<file path="src/rtl/router_wrap_ccff_loader.sv">
// Streams host bitstream words into a configuration flip-flop chain: one bit per cycle, first bit lands deepest, no word-boundary bubbles.
// in_valid/in_ready handshake; shifting stalls while the buffer is empty. Define CCFF_READBACK_EN for tail/head parity readback (rb_err).
module router_wrap_ccff_loader #(
  parameter int CHAIN_LEN = 112,
  parameter int WORD_W    = 8
) (
  input  logic              prog_clk,
  input  logic              pReset_n,
  input  logic              start,
  input  logic [WORD_W-1:0] in_data,
  input  logic              in_valid,
  output logic              in_ready,
  output logic              ccff_head,
  output logic              ccff_shift_en,
  input  logic              ccff_tail,
  output logic              busy,
  output logic              done,
  output logic              rb_err
);

  localparam int CNT_W = $clog2(CHAIN_LEN + 1);
  localparam int BIT_W = $clog2(WORD_W + 1);

  typedef enum logic {IDLE = 1'b0, LOAD = 1'b1} state_e;

  state_e            state_q, state_d;
  logic [WORD_W-1:0] buf_q, buf_d;
  logic [BIT_W-1:0]  bits_q, bits_d;
  logic [CNT_W-1:0]  acc_q, acc_d;
  logic [CNT_W-1:0]  shift_cnt_q, shift_cnt_d;
  logic              done_q, done_d;

  logic              load_st;
  logic              shift;
  logic              last_shift;
  logic              accept;
  logic              can_take;
  logic [31:0]       rem;
  logic [31:0]       take;

  always_ff @(posedge prog_clk) begin
    if (!pReset_n) state_q <= IDLE;
    else           state_q <= state_d;
  end

  always_comb begin
    state_d = state_q;
    case (state_q)
      IDLE:    if (start) state_d = LOAD;
      LOAD:    if (last_shift) state_d = IDLE;
      default: state_d = IDLE;
    endcase
  end

  always_comb begin
    load_st       = (state_q == LOAD);
    shift         = load_st && (bits_q != '0);
    last_shift    = shift && (shift_cnt_q == CNT_W'(CHAIN_LEN - 1));
    can_take      = (acc_q < CNT_W'(CHAIN_LEN));
    in_ready      = load_st && (!shift || (bits_q == BIT_W'(1))) && can_take;
    accept        = in_valid && in_ready;
    ccff_head     = shift && buf_q[0];
    ccff_shift_en = shift;
    busy          = load_st;
    done          = done_q;
  end

  // A word only loads as many bits as the chain still needs, so overflow bits are never shifted.
  always_comb begin
    rem         = 32'(CHAIN_LEN) - 32'(acc_q);
    take        = (rem < 32'(WORD_W)) ? rem : 32'(WORD_W);
    buf_d       = buf_q;
    bits_d      = bits_q;
    acc_d       = acc_q;
    shift_cnt_d = shift_cnt_q;
    done_d      = last_shift;
    if (!load_st) begin
      buf_d       = '0;
      bits_d      = '0;
      acc_d       = '0;
      shift_cnt_d = '0;
    end else begin
      if (shift) begin
        buf_d       = buf_q >> 1;
        bits_d      = bits_q - BIT_W'(1);
        shift_cnt_d = shift_cnt_q + CNT_W'(1);
      end
      if (accept) begin
        buf_d  = in_data;
        bits_d = BIT_W'(take);
        acc_d  = acc_q + CNT_W'(take);
      end
    end
  end

  always_ff @(posedge prog_clk) begin
    if (!pReset_n) begin
      buf_q       <= '0;
      bits_q      <= '0;
      acc_q       <= '0;
      shift_cnt_q <= '0;
      done_q      <= 1'b0;
    end else begin
      buf_q       <= buf_d;
      bits_q      <= bits_d;
      acc_q       <= acc_d;
      shift_cnt_q <= shift_cnt_d;
      done_q      <= done_d;
    end
  end

`ifdef CCFF_READBACK_EN
  logic head_par_q, head_par_d;
  logic tail_par_q, tail_par_d;
  logic prev_par_q, prev_par_d;
  logic have_prev_q, have_prev_d;
  logic rb_err_q, rb_err_d;

  // The tail streams out the previous load, so its parity is judged against the previous head parity.
  always_comb begin
    head_par_d  = head_par_q;
    tail_par_d  = tail_par_q;
    prev_par_d  = prev_par_q;
    have_prev_d = have_prev_q;
    rb_err_d    = rb_err_q;
    if (!load_st) begin
      head_par_d = 1'b0;
      tail_par_d = 1'b0;
    end else if (shift) begin
      head_par_d = head_par_q ^ ccff_head;
      tail_par_d = tail_par_q ^ ccff_tail;
    end
    if (last_shift) begin
      rb_err_d    = have_prev_q && (tail_par_d != prev_par_q);
      prev_par_d  = head_par_d;
      have_prev_d = 1'b1;
    end
  end

  always_ff @(posedge prog_clk) begin
    if (!pReset_n) begin
      head_par_q  <= 1'b0;
      tail_par_q  <= 1'b0;
      prev_par_q  <= 1'b0;
      have_prev_q <= 1'b0;
      rb_err_q    <= 1'b0;
    end else begin
      head_par_q  <= head_par_d;
      tail_par_q  <= tail_par_d;
      prev_par_q  <= prev_par_d;
      have_prev_q <= have_prev_d;
      rb_err_q    <= rb_err_d;
    end
  end

  assign rb_err = rb_err_q;
`else
  logic unused_tail;
  assign unused_tail = ccff_tail;
  assign rb_err      = 1'b0;
`endif

endmodule

</file>
<file path="config.mk">
export PLATFORM = sky130hd
export DESIGN_NAME = router_wrap_ccff_loader
export DESIGN_NICKNAME = d
export VERILOG_FILES = /design/src/rtl/router_wrap_ccff_loader.sv
export SDC_FILE = /design/constraint.sdc
export NUM_CORES = 1
export LEC_CHECK = 0
export CORE_ASPECT_RATIO = 0.7
export CORE_MARGIN = 2
export CORE_UTILIZATION = 60
export CTS_BUF_LIST = sky130_fd_sc_hd__clkbuf_16
export CTS_CLUSTER_DIAMETER = 80
export CTS_CLUSTER_SIZE = 12
export DETAILED_ROUTE_END_ITERATION = 8
export DONT_BUFFER_PORTS = 1
export PLACE_DENSITY = 0.79
export SLEW_MARGIN = 20
export SYNTH_ARGS = -nofsm -noshare
export SYNTH_HDL_FRONTEND = slang
export SYNTH_SLANG_ARGS = --single-unit
</file>
<file path="constraint.sdc">
create_clock -name prog_clk -period 4.83 [get_ports prog_clk]
set_clock_uncertainty 0.15 [all_clocks]
set_input_delay 0.966 -clock prog_clk [delete_from_list [all_inputs] [get_ports prog_clk]]
set_output_delay 0.966 -clock prog_clk [all_outputs]
set_load 0.02 [all_outputs]
</file>
==> impl_metrics.py, run 1 <==
metrics = {
    "cts": {
        "cts_resized": 0,
        "path_clk_slew_ns": 0.06,
        "cts_tree": "done",
        "numCtsBuffers": 3,
        "ctsHoldBuffers": 0,
        "cts_sinks": 28,
        "cts.path.max_buffers": 2,
        "htree_levels": 1,
        "clk_latency_ns": 0.26,
        "cts-root-buf": "clkbuf_16",
        "cts_setup_buffers": 0,
    },
    "die": {
        "row_count": 15,
        "die_w_um": 65.41,
        "start_util_pct": 63.94,
        "dieHeight_um": 46.99,
        "die-area_um2": 3074,
        "ioPinCount": 19,
        "core-area_um2": 2477,
    },
    "placement": {
        "place_inst": 210,
        "place.gp.congestion": 0.9944,
        "dp_hpwl_mm": 2.242,
        "numPortBuffers": 0,
    },
    "synthesis": {
        "synth_flop_cell": "dfxtp_1",
        "synth_edf_count": 0,
        "synthCells": 185,
        "synth_simple_gate_area_share_pct": 27.33,
        "synth_commonest_cells": "dfxtp_1, nand2_1, nor2_1",
        "syn_area_um2": 1584,
        "synth_mux_area_share_pct": 1.264,
        "synthAdderAreaFrac_pct": 5.529,
        "synth_fp_nets": 205,
        "synth-async-reset-ratio_pct": 0,
        "ys_ff_latch": 28,
        "avgSynthCellArea_um2": 8.562,
        "yosysWarnings": 0,
        "synthDominantCellAreaShare_pct": 35.39,
        "synth.most_common_cell": "dfxtp_1",
        "synth_top_family_by_area": "simple AND/OR/NAND/NOR gates",
        "yosysUniqueCellTypes": 45,
        "seq_area_frac_synth_pct": 35.39,
        "synth_xor_area_share_pct": 6.556,
        "post-synth-top-area-cell": "dfxtp_1",
        "synth.area.top_cells": "dfxtp_1, nand2_1, ha_1",
        "synth-compound-area-share_pct": 17.93,
    },
    "setup_path": {
        "critPathMaxFanout": 15,
        "arrival_ns": 2.31,
        "critPathRequiredTime_ns": 3.71,
        "crit_type": "reg -> out",
        "end_kind": "primary output",
        "crit_path_start_kind": "register",
    },
    "timing": {
        "period_share_pct": 70.92,
        "setup_viol": 0,
        "worstMarginPinSlew_ns": 0.9209,
        "period_needed_ns": 3.425,
        "fin_tns_setup_ns": 0,
        "rsz0062_at_grt": "no",
        "drv_slew": 0,
        "fmax_mhz": 291.9,
        "maxSlewHeadroom_pct": 38.46,
        "hold_viol_final": 0,
    },
    "pwr": {
        "pwr_density_cell_nw_per_um2": 276.0,
        "p_leak_nw": 0.5433,
        "max-vdd-ir-drop_v": 0.0002045,
        "power_frac_comb_pct": 6.9,
        "swShare_pct": 22.00,
        "internal_power_uw": 355.3,
        "pwr-share-clk_pct": 40.7,
        "power.switching_uw": 100.2,
        "seq_power_share_pct": 52.4,
    },
    "outcome": {
        "status": "completed",
    },
    "flow_run": {
        "maxCapViolCount": 0,
    },
    "final_layout": {
        "ff_latch_area_um2": 560.5,
        "multi_input_area_um2": 932.1,
        "fin_cells": 214,
        "drive_gt1_share_pct": 7.778,
        "final_net_count": 201,
        "area_delta_synth_final_pct": 4.186,
        "fillerInstances": 207,
        "n_antenna_cell": 0,
    },
    "global_routing": {
        "grt_pass1_wl_mm": 5.216,
        "antenna_found_initial": 0,
        "grt_max_degree": 29,
        "grtUsageTotal_pct": 22.46,
        "overflow": 0,
        "grt_pass1_vias": 1162,
    },
    "routing": {
        "routed_wl_mm": 3.203,
        "route.detailed.drc": 0,
        "vias": 1313,
        "antenna_left": 0,
        "drtIter0Drc": 82,
        "wl_per_cell_um": 14.97,
        "viasPerCell": 6.136,
        "firstDrtPassIters": 4,
    },
    "worst_hold_path": {
        "hold_class": "reg -> reg",
    },
}
## placed cells by master, fill, tap and decap left out, drive strengths merged, types with 2 or more instances in the layout
cell type	instances
inv	9
nand2	27
nor2	19
clkbuf	3
a21oi	7
dfxtp	28
o21ai	7
a311oi	7
or4	2
xor2	6
nand2b	2
mux2i	2
nand4	5
nor3	3
a211oi	6
ha	7
nor3b	3
xnor2	5
and2	4
nand3	10
nor4	3
## metal layers
metal / vias to the layer above / GRT usage, % / routed length, µm
li1: 646 / - / -
met1: 605 / 29.07 / 1446
met2: 58 / 37.14 / 1431
met3: 4 / 6.715 / 285
met4: 0 / 7.083 / 40
met5: - / 0 / 0
## sequential cells by signal, summed over array words and instances (netlist names)
| register | count |
|---|---|
| buf_q | 8 |
| acc_q | 7 |
| shift_cnt_q | 7 |
| bits_q | 4 |
| busy | 1 |
| done | 1 |
## kinds of logic after synthesis
| group | after synthesis |
|---|---|
| other | 1 |
| adders and majority gates | 7 |
| and+or+nand+nor | 83 |
| buffers and inverters | 18 |
| DFF | 28 |
| AOI/OAI and AO/OA | 35 |
| muxes | 2 |
| xor gates and xnor gates | 11 |
## stage by stage
step	utilization, %	total power [mW]	setup slack, ns	area [µm²]	hold slack (ns)
after floorplan	-	0.2718	2.037	1584	0.2894
after detailed placement	63.43	0.2748	1.705	1572	0.3091
after global placement	63.43	0.2740	1.767	1572	0.2992
after CTS	66.62	0.4595	1.410	1650	0.3191
after global routing	66.62	0.4709	1.244	1650	0.3465
final	66.62	0.4555	1.405	1650	0.3176
## path summary, 6_finish.rpt
kind                  start         to  slack (ns)  cells after the start
setup / recovery  bits_q[0]  ccff_head        1.40                      6
hold / removal     acc_q[6]   acc_q[6]        0.32                      2
setup reg to reg   acc_q[1]   acc_q[4]        1.95                     11
hold reg to reg    acc_q[6]   acc_q[6]        0.32                      2
## power groups by stage
stage,clock [mW],sequential [mW],combinational [mW]
6_report,0.185,0.239,0.0312
5_1_grt,0.197,0.239,0.0341
4_1_cts,0.190,0.239,0.0311
3_5_place_dp,0,0.244,0.0308
3_3_place_gp,0,0.244,0.0300
2_1_floorplan,0,0.242,0.0295
## worst max-delay path, cell delays in order, from the launching register on
cell	delay (ns)
dfxtp_1	0.34
inv_1	0.15
ha_1	0.28
nor3b_4	0.35
nand2b_1	0.45
inv_4	0.19
and2_1	0.28
## area by class of cell
type                       count  share of cell area (%)
inverter                       9                   2.199
tap                           34                   2.578
clock buffer                   3                   4.549
multi-input combinational    139                   56.48
clock inverter                 1                  0.2274
sequential                    28                   33.97
No activity file was read; power rests on OpenSTA's default activity.
==> run 2: changes to the inputs <==
- CORE_UTILIZATION: 60 -> 56
- PLACE_DENSITY: 0.79 -> 0.77
- clock period: 4.83 -> 2.8 ns (I/O delays scaled with it)
==> impl_metrics.py, run 2 (synthesis gave the netlist of run 1 again) <==
metrics = {
    "setup_path": {
        "r2r_cells": 11,
        "critPathRequiredTime_ns": 2.09,
        "cp-endpoint": "ccff_head",
        "end_kind": "primary output",
        "arrival_ns": 1.90,
        "critPathMaxFanout": 15,
        "crit_path_start_kind": "register",
        "timing.rr.end": "acc_q[4]",
        "timing.rr.start": "acc_q[0]",
        "cp-startpoint": "bits_q[0]",
        "crit_type": "reg -> out",
        "regToRegSetupSlack_ns": 0.19,
    },
    "timing": {
        "maxSlewHeadroom_pct": 48.12,
        "worstMarginPinSlew_ns": 0.7779,
        "period_needed_ns": 2.611,
        "hold_viol_final": 0,
        "fin_tns_setup_ns": 0,
        "drv_slew": 0,
        "period_share_pct": 93.24,
        "fmax_mhz": 383.0,
        "fin_hold_ws_ns": 0.2686,
        "rsz0062_at_grt": "no",
        "setup_viol": 0,
    },
    "final_layout": {
        "area_delta_synth_final_pct": 8.057,
        "largestRegisters": "buf_q: 8 flops, acc_q: 7 flops, shift_cnt_q: 7 flops",
        "n_antenna_cell": 0,
        "mostFrequentLayoutCells": "nand2_1, dfxtp_1, nor2_1, nand3_1, inv_1",
        "final_net_count": 205,
        "largest_reg_flops": 8,
        "drive_gt1_share_pct": 12.50,
        "top_register": "buf_q",
    },
    "placement": {
        "place.gp.congestion": 0.8559,
        "dp_hpwl_mm": 2.250,
        "numPortBuffers": 0,
    },
    "routing": {
        "vias": 1287,
        "firstDrtPassIters": 4,
        "viasPerCell": 5.850,
        "route.detailed.drc": 0,
        "routed_wl_mm": 3.231,
        "antenna_left": 0,
        "drtIter0Drc": 95,
        "wl_per_cell_um": 14.69,
    },
    "global_routing": {
        "antenna_found_initial": 0,
        "grt_pass1_wl_mm": 5.395,
        "grtUsageTotal_pct": 21.58,
        "grt_pass1_vias": 1144,
        "overflow": 0,
        "grt_max_degree": 29,
    },
    "pwr": {
        "p_leak_nw": 0.5651,
        "pwr-share-clk_pct": 40.6,
        "power.switching_uw": 177.9,
        "max-vdd-ir-drop_v": 0.0003558,
        "swShare_pct": 22.38,
        "power_frac_comb_pct": 7.9,
        "internal_power_uw": 617.0,
        "seq_power_share_pct": 51.4,
        "pwr_density_cell_nw_per_um2": 464.4,
    },
    "die": {
        "dieHeight_um": 48.50,
        "row_count": 16,
        "die_w_um": 67.57,
        "die-area_um2": 3277,
        "core-area_um2": 2743,
        "ioPinCount": 19,
        "start_util_pct": 57.76,
    },
    "flow_run": {
        "maxCapViolCount": 0,
    },
    "cts": {
        "path_clk_slew_ns": 0.07,
        "numCtsBuffers": 3,
        "htree_levels": 1,
        "cts_sinks": 28,
        "ctsHoldBuffers": 0,
        "cts.path.max_buffers": 2,
        "cts_tree": "done",
        "clk_latency_ns": 0.26,
        "cts-root-buf": "clkbuf_16",
    },
    "worst_hold_path": {
        "hold_class": "in -> reg",
    },
    "outcome": {
        "status": "completed",
    },
}
## run 2: power groups by stage
stage	logic, mW	registers, mW	clock network (mW)
floorplan	0.0509	0.418	0
global placement	0.0589	0.418	0
detailed placement	0.0612	0.418	0
CTS	0.0619	0.409	0.334
global route	0.0705	0.409	0.349
finish	0.0631	0.409	0.323
## run 2: worst min path at each step
stage	start	end	slack, ns	cells after the start
floorplan	acc_q[6]	acc_q[6]	0.29	2
global placement	acc_q[6]	acc_q[6]	0.30	2
detailed placement	acc_q[6]	acc_q[6]	0.31	2
CTS	pReset_n	done	0.26	1
global route	pReset_n	done	0.26	1
finish	pReset_n	done	0.27	1
## run 2: cell type report
class,count,area [µm²]
clock buffers,3,75.07
fillers,232,1031
multi-input cells,139,959.7
flip-flops and latches,28,561.8
well taps,36,45.04
inverters,9,36.28
repair buffers,4,30.03
clock inverters,1,3.754
## run 2: layer usage
| metal | global-route usage (%) | share of wire (%) | up-vias |
|---|---|---|---|
| met2 | 33.33 | 46 | 31 |
| li1 | - | - | 655 |
| met3 | 5.814 | 5.1 | 2 |
| met1 | 30.34 | 48 | 599 |
| met5 | 0 | 0 | - |
| met4 | 4.082 | 0.25 | 0 |
## run 2: what timing repair did
item | in CTS | in global routing
resized for setup | 0 | 6
buffers inserted | 0 | 1
endpoints found under the setup margin | 0 | 5
## run 2: per-stage QoR
step / instances / total power, mW / worst slack (ns) / utilization, % / area, µm²
after CTS: 219 / 0.8044 / 0.07654 / 61.09 / 1675
after global routing: 220 / 0.8294 / 0.01063 / 62.41 / 1712
after floorplan: 185 / 0.4689 / 0.3794 / - / 1584
final: 220 / 0.7949 / 0.1892 / 62.41 / 1712
after detailed placement: 215 / 0.4791 / 0.1337 / 58.21 / 1597
after global placement: 215 / 0.4767 / 0.1895 / 58.21 / 1597
## run 2: critical path: stages, from the launching register on
cell,delay (ns)
dfxtp_1,0.39
inv_1,0.12
ha_1,0.29
nor3b_4,0.18
nand2b_1,0.19
inv_4,0.19
and2_1,0.27
